`src/rtl/cla192_pipe_add.sv`:
```
// Two-stage pipelined 192-bit adder built from three 64-bit lookahead groups.
// Stage 1 forms per-group partial sums with generate/propagate flags.
// Stage 2 resolves the group carries with lookahead equations and produces
// the final sum and carry-out. A valid/ready handshake lets stalls ripple back.
module cla192_pipe_add #(
  parameter int DATA_W = 192,
  parameter int GRP_W  = 64
) (
  input  logic              clk,
  input  logic              rst_n,
  input  logic              in_valid,
  output logic              in_ready,
  input  logic [DATA_W-1:0] a,
  input  logic [DATA_W-1:0] b,
  input  logic              c_in,
  output logic              out_valid,
  input  logic              out_ready,
  output logic [DATA_W-1:0] sum,
  output logic              c_out
);

  // The carry equations below are written for exactly three groups.
  localparam int NGRP = 3;

  // ---------------- handshake ----------------
  logic s1_valid_q;
  logic s2_valid_q;
  logic s1_adv;
  logic s2_adv;

  // A stage may advance when it is empty or when the stage after it advances.
  // in_ready depends only on register state and out_ready, never on in_valid.
  assign s2_adv   = !s2_valid_q || out_ready;
  assign s1_adv   = !s1_valid_q || s2_adv;
  assign in_ready = s1_adv;

  // ---------------- stage 1: per-group sums and P/G ----------------
  logic [NGRP-1:0][GRP_W-1:0] s0_d;
  logic [NGRP-1:0]            g_d;
  logic [NGRP-1:0]            p_d;

  logic [NGRP-1:0][GRP_W-1:0] s0_q;
  logic [NGRP-1:0]            g_q;
  logic [NGRP-1:0]            p_q;
  logic                       cin_q;

  for (genvar gi = 0; gi < NGRP; gi++) begin : g_grp_s1
    logic [GRP_W:0]   grp_add;
    logic [GRP_W-1:0] a_slice;
    logic [GRP_W-1:0] b_slice;

    assign a_slice  = a[gi*GRP_W +: GRP_W];
    assign b_slice  = b[gi*GRP_W +: GRP_W];
    // Group add with carry-in 0; the extra MSB is the group generate.
    assign grp_add  = {1'b0, a_slice} + {1'b0, b_slice};
    assign s0_d[gi] = grp_add[GRP_W-1:0];
    assign g_d[gi]  = grp_add[GRP_W];
    // Propagate means the group sum is all ones, so a carry-in would pass through.
    assign p_d[gi]  = &(a_slice ^ b_slice);
  end

  // Stage-1 register: valid follows the input on advance, data loads only with a real beat.
  always_ff @(posedge clk or negedge rst_n) begin
    if (!rst_n) begin
      s1_valid_q <= 1'b0;
      s0_q       <= '0;
      g_q        <= '0;
      p_q        <= '0;
      cin_q      <= 1'b0;
    end else if (s1_adv) begin
      s1_valid_q <= in_valid;
      if (in_valid) begin
        s0_q  <= s0_d;
        g_q   <= g_d;
        p_q   <= p_d;
        cin_q <= c_in;
      end
    end
  end

  // ---------------- stage 2: carry lookahead and final sum ----------------
  logic [NGRP-1:0]   cy_d;
  logic              cout_d;
  logic [DATA_W-1:0] sum_d;
  logic [DATA_W-1:0] sum_q;
  logic              cout_q;

  // Inter-group carries from the registered generate/propagate flags.
  always_comb begin
    cy_d    = '0;
    cy_d[0] = cin_q;
    cy_d[1] = g_q[0] | (cin_q & p_q[0]);
    cy_d[2] = g_q[1] | (g_q[0] & p_q[1]) | (cin_q & p_q[0] & p_q[1]);
    cout_d  = g_q[2] | (cy_d[2] & p_q[2]);
  end

  for (genvar gi = 0; gi < NGRP; gi++) begin : g_grp_s2
    // Adding the group carry can only wrap when the partial sum is all ones,
    // and that case is already folded into the next group's carry via p.
    assign sum_d[gi*GRP_W +: GRP_W] = s0_q[gi] + {{(GRP_W-1){1'b0}}, cy_d[gi]};
  end

  // Stage-2 register: holds while stalled; bubbles clear valid but keep data.
  always_ff @(posedge clk or negedge rst_n) begin
    if (!rst_n) begin
      s2_valid_q <= 1'b0;
      sum_q      <= '0;
      cout_q     <= 1'b0;
    end else if (s2_adv) begin
      s2_valid_q <= s1_valid_q;
      if (s1_valid_q) begin
        sum_q  <= sum_d;
        cout_q <= cout_d;
      end
    end
  end

  assign out_valid = s2_valid_q;
  assign sum       = sum_q;
  assign c_out     = cout_q;

endmodule

```
`config.mk`:
```
export PLATFORM = sky130hd
export DESIGN_NAME = cla192_pipe_add
export DESIGN_NICKNAME = d
export VERILOG_FILES = /design/src/rtl/cla192_pipe_add.sv
export SDC_FILE = /design/constraint.sdc
export NUM_CORES = 1
export LEC_CHECK = 0
export BUFFER_PORTS_ARGS = -buffer_cell sky130_fd_sc_hd__clkbuf_2
export CAP_MARGIN = 40
export CORE_AREA = 3 3 254 256
export DETAILED_ROUTE_END_ITERATION = 7
export DIE_AREA = 0 0 257 259
export PLACE_DENSITY_LB_ADDON = 0.2
export SLEW_MARGIN = 10
export SYNTH_ARGS = -nofsm -noshare
export SYNTH_HDL_FRONTEND = slang
export SYNTH_SLANG_ARGS = --single-unit
```
`constraint.sdc`:
```
create_clock -name clk -period 3.6 [get_ports clk]
set_input_delay 0.72 -clock clk [delete_from_list [all_inputs] [get_ports clk]]
set_output_delay 0.72 -clock clk [all_outputs]
set_load 0.01 [all_outputs]
```
==> flow_metrics.env, run 1 <==
export IMPL_worstHoldPathType="in2async"
export IMPL_clock_sinks=394
export IMPL_timing_fmax_mhz=295
export IMPL_start_util_pct=45.6
export IMPL_regArea_um2=9860
export IMPL_syn_inst=3532
export IMPL_io_buffers=583
export IMPL_power_per_cell_area_nw_per_um2=485
export IMPL_worstMarginPinSlew_ns=0.792
export IMPL_cts_setup_buffers=0
export IMPL_ys_seq_area_share_pct=34.5
export IMPL_cp_max_fo=4
export IMPL_rsz0062_at_grt="no"
export IMPL_grt_pass1_wl_um=153000
export IMPL_die_area_um2=66600
export IMPL_num_rows=92
export IMPL_fin_cells=5166
export IMPL_ys_types=81
export IMPL_fp_coreArea_um2=62700
export IMPL_vias=28500
export IMPL_gr_total_overflow=0
export IMPL_dpl_instance_area_um2=34200
export IMPL_drcViolationCount=0
export IMPL_clockBufferDepth=3
export IMPL_worstSetupStartpointType="primary input"
export IMPL_wl_per_cell_um=19.2
export IMPL_slew_headroom_pct=47.2
export IMPL_status="finished, final reports clean"
export IMPL_crit_chain="clkbuf_2 > ha_1 > fa_1 > a211oi_1 > o21ai_1 > a2111oi_1 > buf_4 > nor3_1 > a211o_1 > a21oi_2 > o41ai_2 > a21boi_1 > buf_4 > a221oi_1 > o211ai_1"
export IMPL_synthFlopType="dfrtp_1"
export IMPL_setup_viol=0
export IMPL_end_kind="flop"
export IMPL_vdd_drop_max_mv=0.292
export IMPL_clock_root_buffer="clkbuf_16"
export IMPL_multi_input_area_um2=17800
export IMPL_insertion_delay_ns=0.59
export IMPL_final_max_slew_viol_count=0
export IMPL_place_inst=5078
export IMPL_finClkSkew_ns=0.0339
export IMPL_cts_resized=0
export IMPL_fin_nets=4872
export IMPL_grt_usage_pct=28.9
export IMPL_cpMostUsedCell="buf_4"
export IMPL_crit_slowest_cell="a2111oi_1"
export IMPL_synth_avg_cell_area_um2=8.10
export IMPL_htreeDepth=2
export IMPL_ys_async_sr_fraction_pct=100
export IMPL_crit_arrival_ns=3.88
export IMPL_yosysTopAreaCellShare_pct=34.5
export IMPL_p_leak_nw=16.9
export IMPL_gp_congestion=0.981
export IMPL_yosysMostFrequentCell="nand2_1"
export IMPL_fin_tns_setup_ns=0
export IMPL_antenna_found_initial=2
export IMPL_drt_antenna_violating_nets=0
export IMPL_min_period_ns=3.39
export IMPL_synth_fp_nets=4122
export IMPL_grt_pass1_vias=27700
export IMPL_synth_seq_cells=394
export IMPL_firstDrtPassIters=5
export IMPL_synth_area_leaders="dfrtp_1 34%, ha_1 8.7%, nand2_1 8.2%"
export IMPL_worstSetupPathType="in2reg"
export IMPL_pin_count=584
export IMPL_finalCritPeriodShare_pct=94.1
export IMPL_synth_common_cells="626 x nand2_1, 459 x o21ai_0, 394 x dfrtp_1, 247 x a21oi_1, 198 x ha_1"
export IMPL_die_x_um=257
export IMPL_hpwl_um=81500
export IMPL_drive_above_1_share_pct=22.8
export IMPL_synth_edf_count=0
export IMPL_postCtsHoldBufs=0
export IMPL_cap_violations=0
export IMPL_fin_total_pwr_mw=17.4
export IMPL_dieHeight_um=259
export IMPL_drtIter0Drc=2192
export IMPL_yosysTopAreaCell="dfrtp_1"
export IMPL_vias_per_cell=5.51
export IMPL_clkTransAtPathRegs_ns=0.06
export IMPL_yosys_warnings=0
export IMPL_drt_wl_total_um=99100
export IMPL_cts_tree="yes"
export IMPL_cpPeakStageDelay_ns=0.43
export IMPL_hold_violations=0
export IMPL_synthesis_area_um2=28600
export IMPL_area_growth_pct=25.4
export IMPL_n_fill_cell=5958
export IMPL_finish_instance_area_um2=35800
export IMPL_cts_made_buffers=48
export IMPL_grt_max_degree=145
export IMPL_cp_data_required_time_ns=4.09
==> power by group <==
part | total [mW] | switching (mW) | internal [mW]
combinational | 5.64 | 3.20 | 2.44
sequential | 6.66 | 1.12 | 5.54
clock | 5.08 | 1.99 | 3.09
==> sequential cells by signal (all words and copies together) (netlist names) <==
name,cells
out_valid,1
s0_q,192
cin_q,1
c_out,1
p_q,3
sum,192
g_q,3
s1_valid_q,1
==> path summary, 6_finish.rpt <==
path	startpoint	to	cells past startpoint	slack (ns)
setup / recovery	a[128]	s0_q[190]$_DFFE_PN0P_	15	0.21
hold / removal	rst_n	sum[90]$_DFFE_PN0P_	1	0.09
setup reg to reg	cin_q$_DFFE_PN0P_	sum[120]$_DFFE_PN0P_	12	0.34
hold reg to reg	sum[82]$_DFFE_PN0P_	sum[82]$_DFFE_PN0P_	2	0.47
max in group asynchronous	rst_n	sum[14]$_DFFE_PN0P_	2	2.58
min in group clk	c_in	cin_q$_DFFE_PN0P_	3	0.40
==> stage by stage <==
step / setup slack (ns) / hold WS, ns / util (%)
after global placement: -0.240 / 0.460 / 54.5
after detailed placement: -0.304 / 0.470 / 54.5
after floorplan: 0.00234 / 0.424 / -
after global routing: 0.0124 / 0.108 / 57.1
after CTS: 0.214 / 0.0694 / 57.1
final: 0.213 / 0.0937 / 57.1
==> layer usage <==
layer	GRT usage, %	share of wire, %	vias up
met2	49.0	48	894
met4	10.2	3.5	0
met3	3.88	5.6	169
met5	0	0	-
met1	37.9	43	13400
li1	-	-	14000
==> critical path: cells and delay by family <==
family	cells	cell delay (ns)
buf+inv	3	0.42
compound gates	9	2.05
simple gates	1	0.07
fa+ha+maj	2	0.62
==> cell type report <==
type                       count  share of cell area, %
antenna                        2                 0.0140
tap                          846                   2.95
sequential                   394                   27.5
multi-input combinational   2891                   49.7
inverter                      80                  0.838
clock buffer                  72                   4.00
clock inverter                14                  0.572
timing repair buffer         867                   14.4
==> placed cells by master (no fill, tap or decap), types with 18 or more instances in the layout <==
cell	n
a31oi_1	26
o211ai_1	20
ha_1	198
dfrtp_1	394
xnor2_1	181
clkbuf_2	582
a21o_1	98
a21oi_1	247
o21bai_1	48
nand2_1	624
inv_1	80
nand3_1	123
nand4_1	93
nand2b_1	18
nor2_1	184
and3_1	53
clkbuf_16	49
o21ai_0	459
nor4_1	18
xor2_1	178
and2_1	25
nor3_1	54
buf_4	275
==> kinds of logic (layout without fill, tap and decap cells) <==
| kind of cell | after synthesis | count (layout) | share of synthesized area [%] |
|---|---|---|---|
| simple gates | 1276 | 1276 | 20.4 |
| fa+ha+maj | 201 | 201 | 8.87 |
| mux | 12 | 12 | 0.468 |
| flops | 394 | 394 | 34.5 |
| compound gates | 1043 | 1043 | 21.5 |
| xor+xnor | 359 | 359 | 11.0 |
| buf+inv | 247 | 1033 | 3.29 |
| other cells | 0 | 2 | 0 |
Power figures use the tool's default switching activity.
==> run 2: changes to the inputs <==
- ABC_AREA: not set -> 1
- CORE_AREA: 3 3 254 256 -> 3 3 334 254
- DIE_AREA: 0 0 257 259 -> 0 0 337 257
==> run 2 against run 1 <==
  * Hold slack better by 0.082 ns
  * Design area up 21%
  * Sequential cell count did not move
  * Die area up 30%
  * Clock skew shrank 0.016 ns
  * Clock-buffer cell count fell by 13
  * Register-to-register slack gained 0.27 ns
  * First-iteration DRC count up 110%
==> flow_metrics.env, run 2 <==
export IMPL_postCtsHoldBufs=0
export IMPL_area_growth_pct=15.3
export IMPL_synthFlopType="dfrtp_1"
export IMPL_fin_tns_setup_ns=0
export IMPL_hpwl_um=134000
export IMPL_drive_above_1_share_pct=10.9
export IMPL_synth_seq_cells=394
export IMPL_min_period_ns=2.99
export IMPL_crit_chain="a21oi_1 > inv_1 > nand2_1 > nand2_1 > ha_1 > ha_1 > nand3_2 > nor2_4 > nand2_1 > nor2_1 > nand3_2 > nor2_4 > nand2_2 > nor2_1 > nand2_1 > nand3_1 > nand2_1"
export IMPL_synth_fp_nets=7053
export IMPL_num_rows=91
export IMPL_cts_tree="yes"
export IMPL_grt_max_degree=129
export IMPL_setup_viol=0
export IMPL_drtIter0Drc=4581
export IMPL_worstSetupPathType="reg2reg"
export IMPL_worstMarginPinSlew_ns=0.883
export IMPL_drcViolationCount=0
export IMPL_clock_root_buffer="clkbuf_16"
export IMPL_cts_setup_buffers=0
export IMPL_fin_nets=7624
export IMPL_pin_count=584
export IMPL_cpPeakStageDelay_ns=0.43
export IMPL_start_util_pct=45.8
export IMPL_drt_wl_total_um=158000
export IMPL_finalCritPeriodShare_pct=83.1
export IMPL_gr_total_overflow=0
export IMPL_synth_common_cells="2716 x nand2_1, 1151 x inv_1, 599 x nor2_1, 394 x dfrtp_1, 338 x nand3_1"
export IMPL_vdd_drop_max_mv=0.310
export IMPL_crit_arrival_ns=3.47
export IMPL_antenna_found_initial=4
export IMPL_dieHeight_um=257
export IMPL_grt_usage_pct=35.4
export IMPL_cp_top_family="simple AND/OR/NAND/NOR gates"
export IMPL_insertion_delay_ns=0.60
export IMPL_cp_max_fo=5
export IMPL_synth_edf_count=0
export IMPL_seqPwrFrac_pct=37.8
export IMPL_crit_slowest_cell="dfrtp_1"
export IMPL_vias_per_cell=5.21
export IMPL_wl_per_cell_um=19.4
export IMPL_finClkSkew_ns=0.0182
export IMPL_cap_violations=0
export IMPL_yosysMostFrequentCell="nand2_1"
export IMPL_ys_async_sr_fraction_pct=100
export IMPL_grt_pass1_vias=38400
export IMPL_ys_seq_area_share_pct=26.3
export IMPL_die_area_um2=86600
export IMPL_rsz0062_at_grt="no"
export IMPL_synth_area_leaders="nand2_1 27%, dfrtp_1 26%, inv_1 12%"
export IMPL_p_int_mw=10.9
export IMPL_hold_violations=0
export IMPL_rrSetupSlack_ns=0.61
export IMPL_clockBufferDepth=3
export IMPL_cpMostUsedCell="nand2_1"
export IMPL_cp_buffers_inverters=1
export IMPL_yosys_warnings=0
export IMPL_layout_commonest_cell="nand2_1"
export IMPL_cp_data_required_time_ns=4.08
export IMPL_firstDrtPassIters=6
export IMPL_ys_types=47
export IMPL_clock_sinks=394
export IMPL_status="finished, final reports clean"
export IMPL_grt_pass1_wl_um=234000
export IMPL_final_max_slew_viol_count=0
export IMPL_synth_avg_cell_area_um2=5.80
export IMPL_fp_coreArea_um2=81900
export IMPL_synthesis_area_um2=37500
export IMPL_final_util_pct=52.8
export IMPL_timing_fmax_mhz=334
export IMPL_worstSetupStartpointType="flop"
export IMPL_yosysTopAreaCell="nand2_1"
export IMPL_gp_congestion=1.06
export IMPL_htreeDepth=2
export IMPL_n_antenna_cell=0
export IMPL_cts_resized=0
export IMPL_clkTransAtPathRegs_ns=0.07
export IMPL_drt_antenna_violating_nets=0
export IMPL_power_per_cell_area_nw_per_um2=454
export IMPL_place_inst=8059
export IMPL_fin_cells=8135
export IMPL_switchingPower_mw=8.75
export IMPL_fin_total_pwr_mw=19.7
export IMPL_syn_inst=6463
export IMPL_vias=42400
export IMPL_layout_common_cells="2714 x nand2_1, 1149 x inv_1, 599 x nor2_1"
export IMPL_p_sw_share_pct=44.5
export IMPL_clkPwrFrac_pct=23.7
export IMPL_io_buffers=583
export IMPL_worstHoldPathType="in2async"
export IMPL_p_leak_nw=24.9
export IMPL_yosysTopAreaCellShare_pct=27.2
export IMPL_die_x_um=337
export IMPL_end_kind="flop"
export IMPL_pwr_share_comb_pct=38.5
export IMPL_cts_made_buffers=42
export IMPL_slew_headroom_pct=40.7
## run 2: cells by family (layout without fill, tap and decap cells)
group / after synthesis / count (layout) / share of synthesized area, %
and+or+nand+nor: 4027 / 4027 / 44.3
buffers and inverters: 1246 / 1849 / 12.5
AOI/OAI and AO/OA: 401 / 401 / 5.62
DFF: 394 / 394 / 26.3
adders and majority gates: 201 / 201 / 6.77
xor gates and xnor gates: 193 / 193 / 4.51
muxes: 1 / 1 / 0.0300
## run 2: per-stage QoR
stage	hold WS, ns	cell area (µm²)	setup slack, ns
detailed placement	0.468	41800	0.559
finish	0.176	43300	0.610
CTS	0.176	43300	0.555
global route	0.218	43300	0.302
global placement	0.463	41800	0.570
floorplan	0.424	37500	1.22
## run 2: final timing paths
| path | from | endpoint | depth (start not counted) |
|---|---|---|---|
| max | cin_q$_DFFE_PN0P_ | sum[170]$_DFFE_PN0P_ | 17 |
| min | rst_n | s0_q[119]$_DFFE_PN0P_ | 1 |
| max reg2reg | cin_q$_DFFE_PN0P_ | sum[170]$_DFFE_PN0P_ | 17 |
| min reg2reg | sum[49]$_DFFE_PN0P_ | sum[49]$_DFFE_PN0P_ | 2 |
| max in group asynchronous | rst_n | s0_q[7]$_DFFE_PN0P_ | 2 |
| min in group clk | c_in | cin_q$_DFFE_PN0P_ | 3 |
## run 2: power groups by stage
| stage | registers (mW) | clock network [mW] | logic [mW] |
|---|---|---|---|
| CTS | 7.37 | 4.70 | 7.48 |
| global route | 7.51 | 4.88 | 8.39 |
| detailed placement | 7.44 | 0 | 7.43 |
| global placement | 7.43 | 0 | 7.38 |
| floorplan | 7.00 | 0 | 4.09 |
| finish | 7.44 | 4.66 | 7.56 |
## run 2: routing by layer
layer  global-route usage [%]  vias to the layer above  share of wire [%]
li1                         -                    21000                  -
met2                     51.3                     1838                 41
met5                        0                        -                  0
met1                     52.3                    19400                 46
met3                     8.41                      188                 11
met4                     9.18                        0                2.8
## run 2: final cells by class
class | count | area, µm²
Clock buffer | 59 | 1220
Clock inverter | 17 | 228
Fill cell | 8897 | 38600
Inverter | 1160 | 4370
Multi-Input combinational cell | 4823 | 23000
Sequential cell | 394 | 9860
Tap cell | 1069 | 1340
Timing Repair Buffer | 613 | 3290
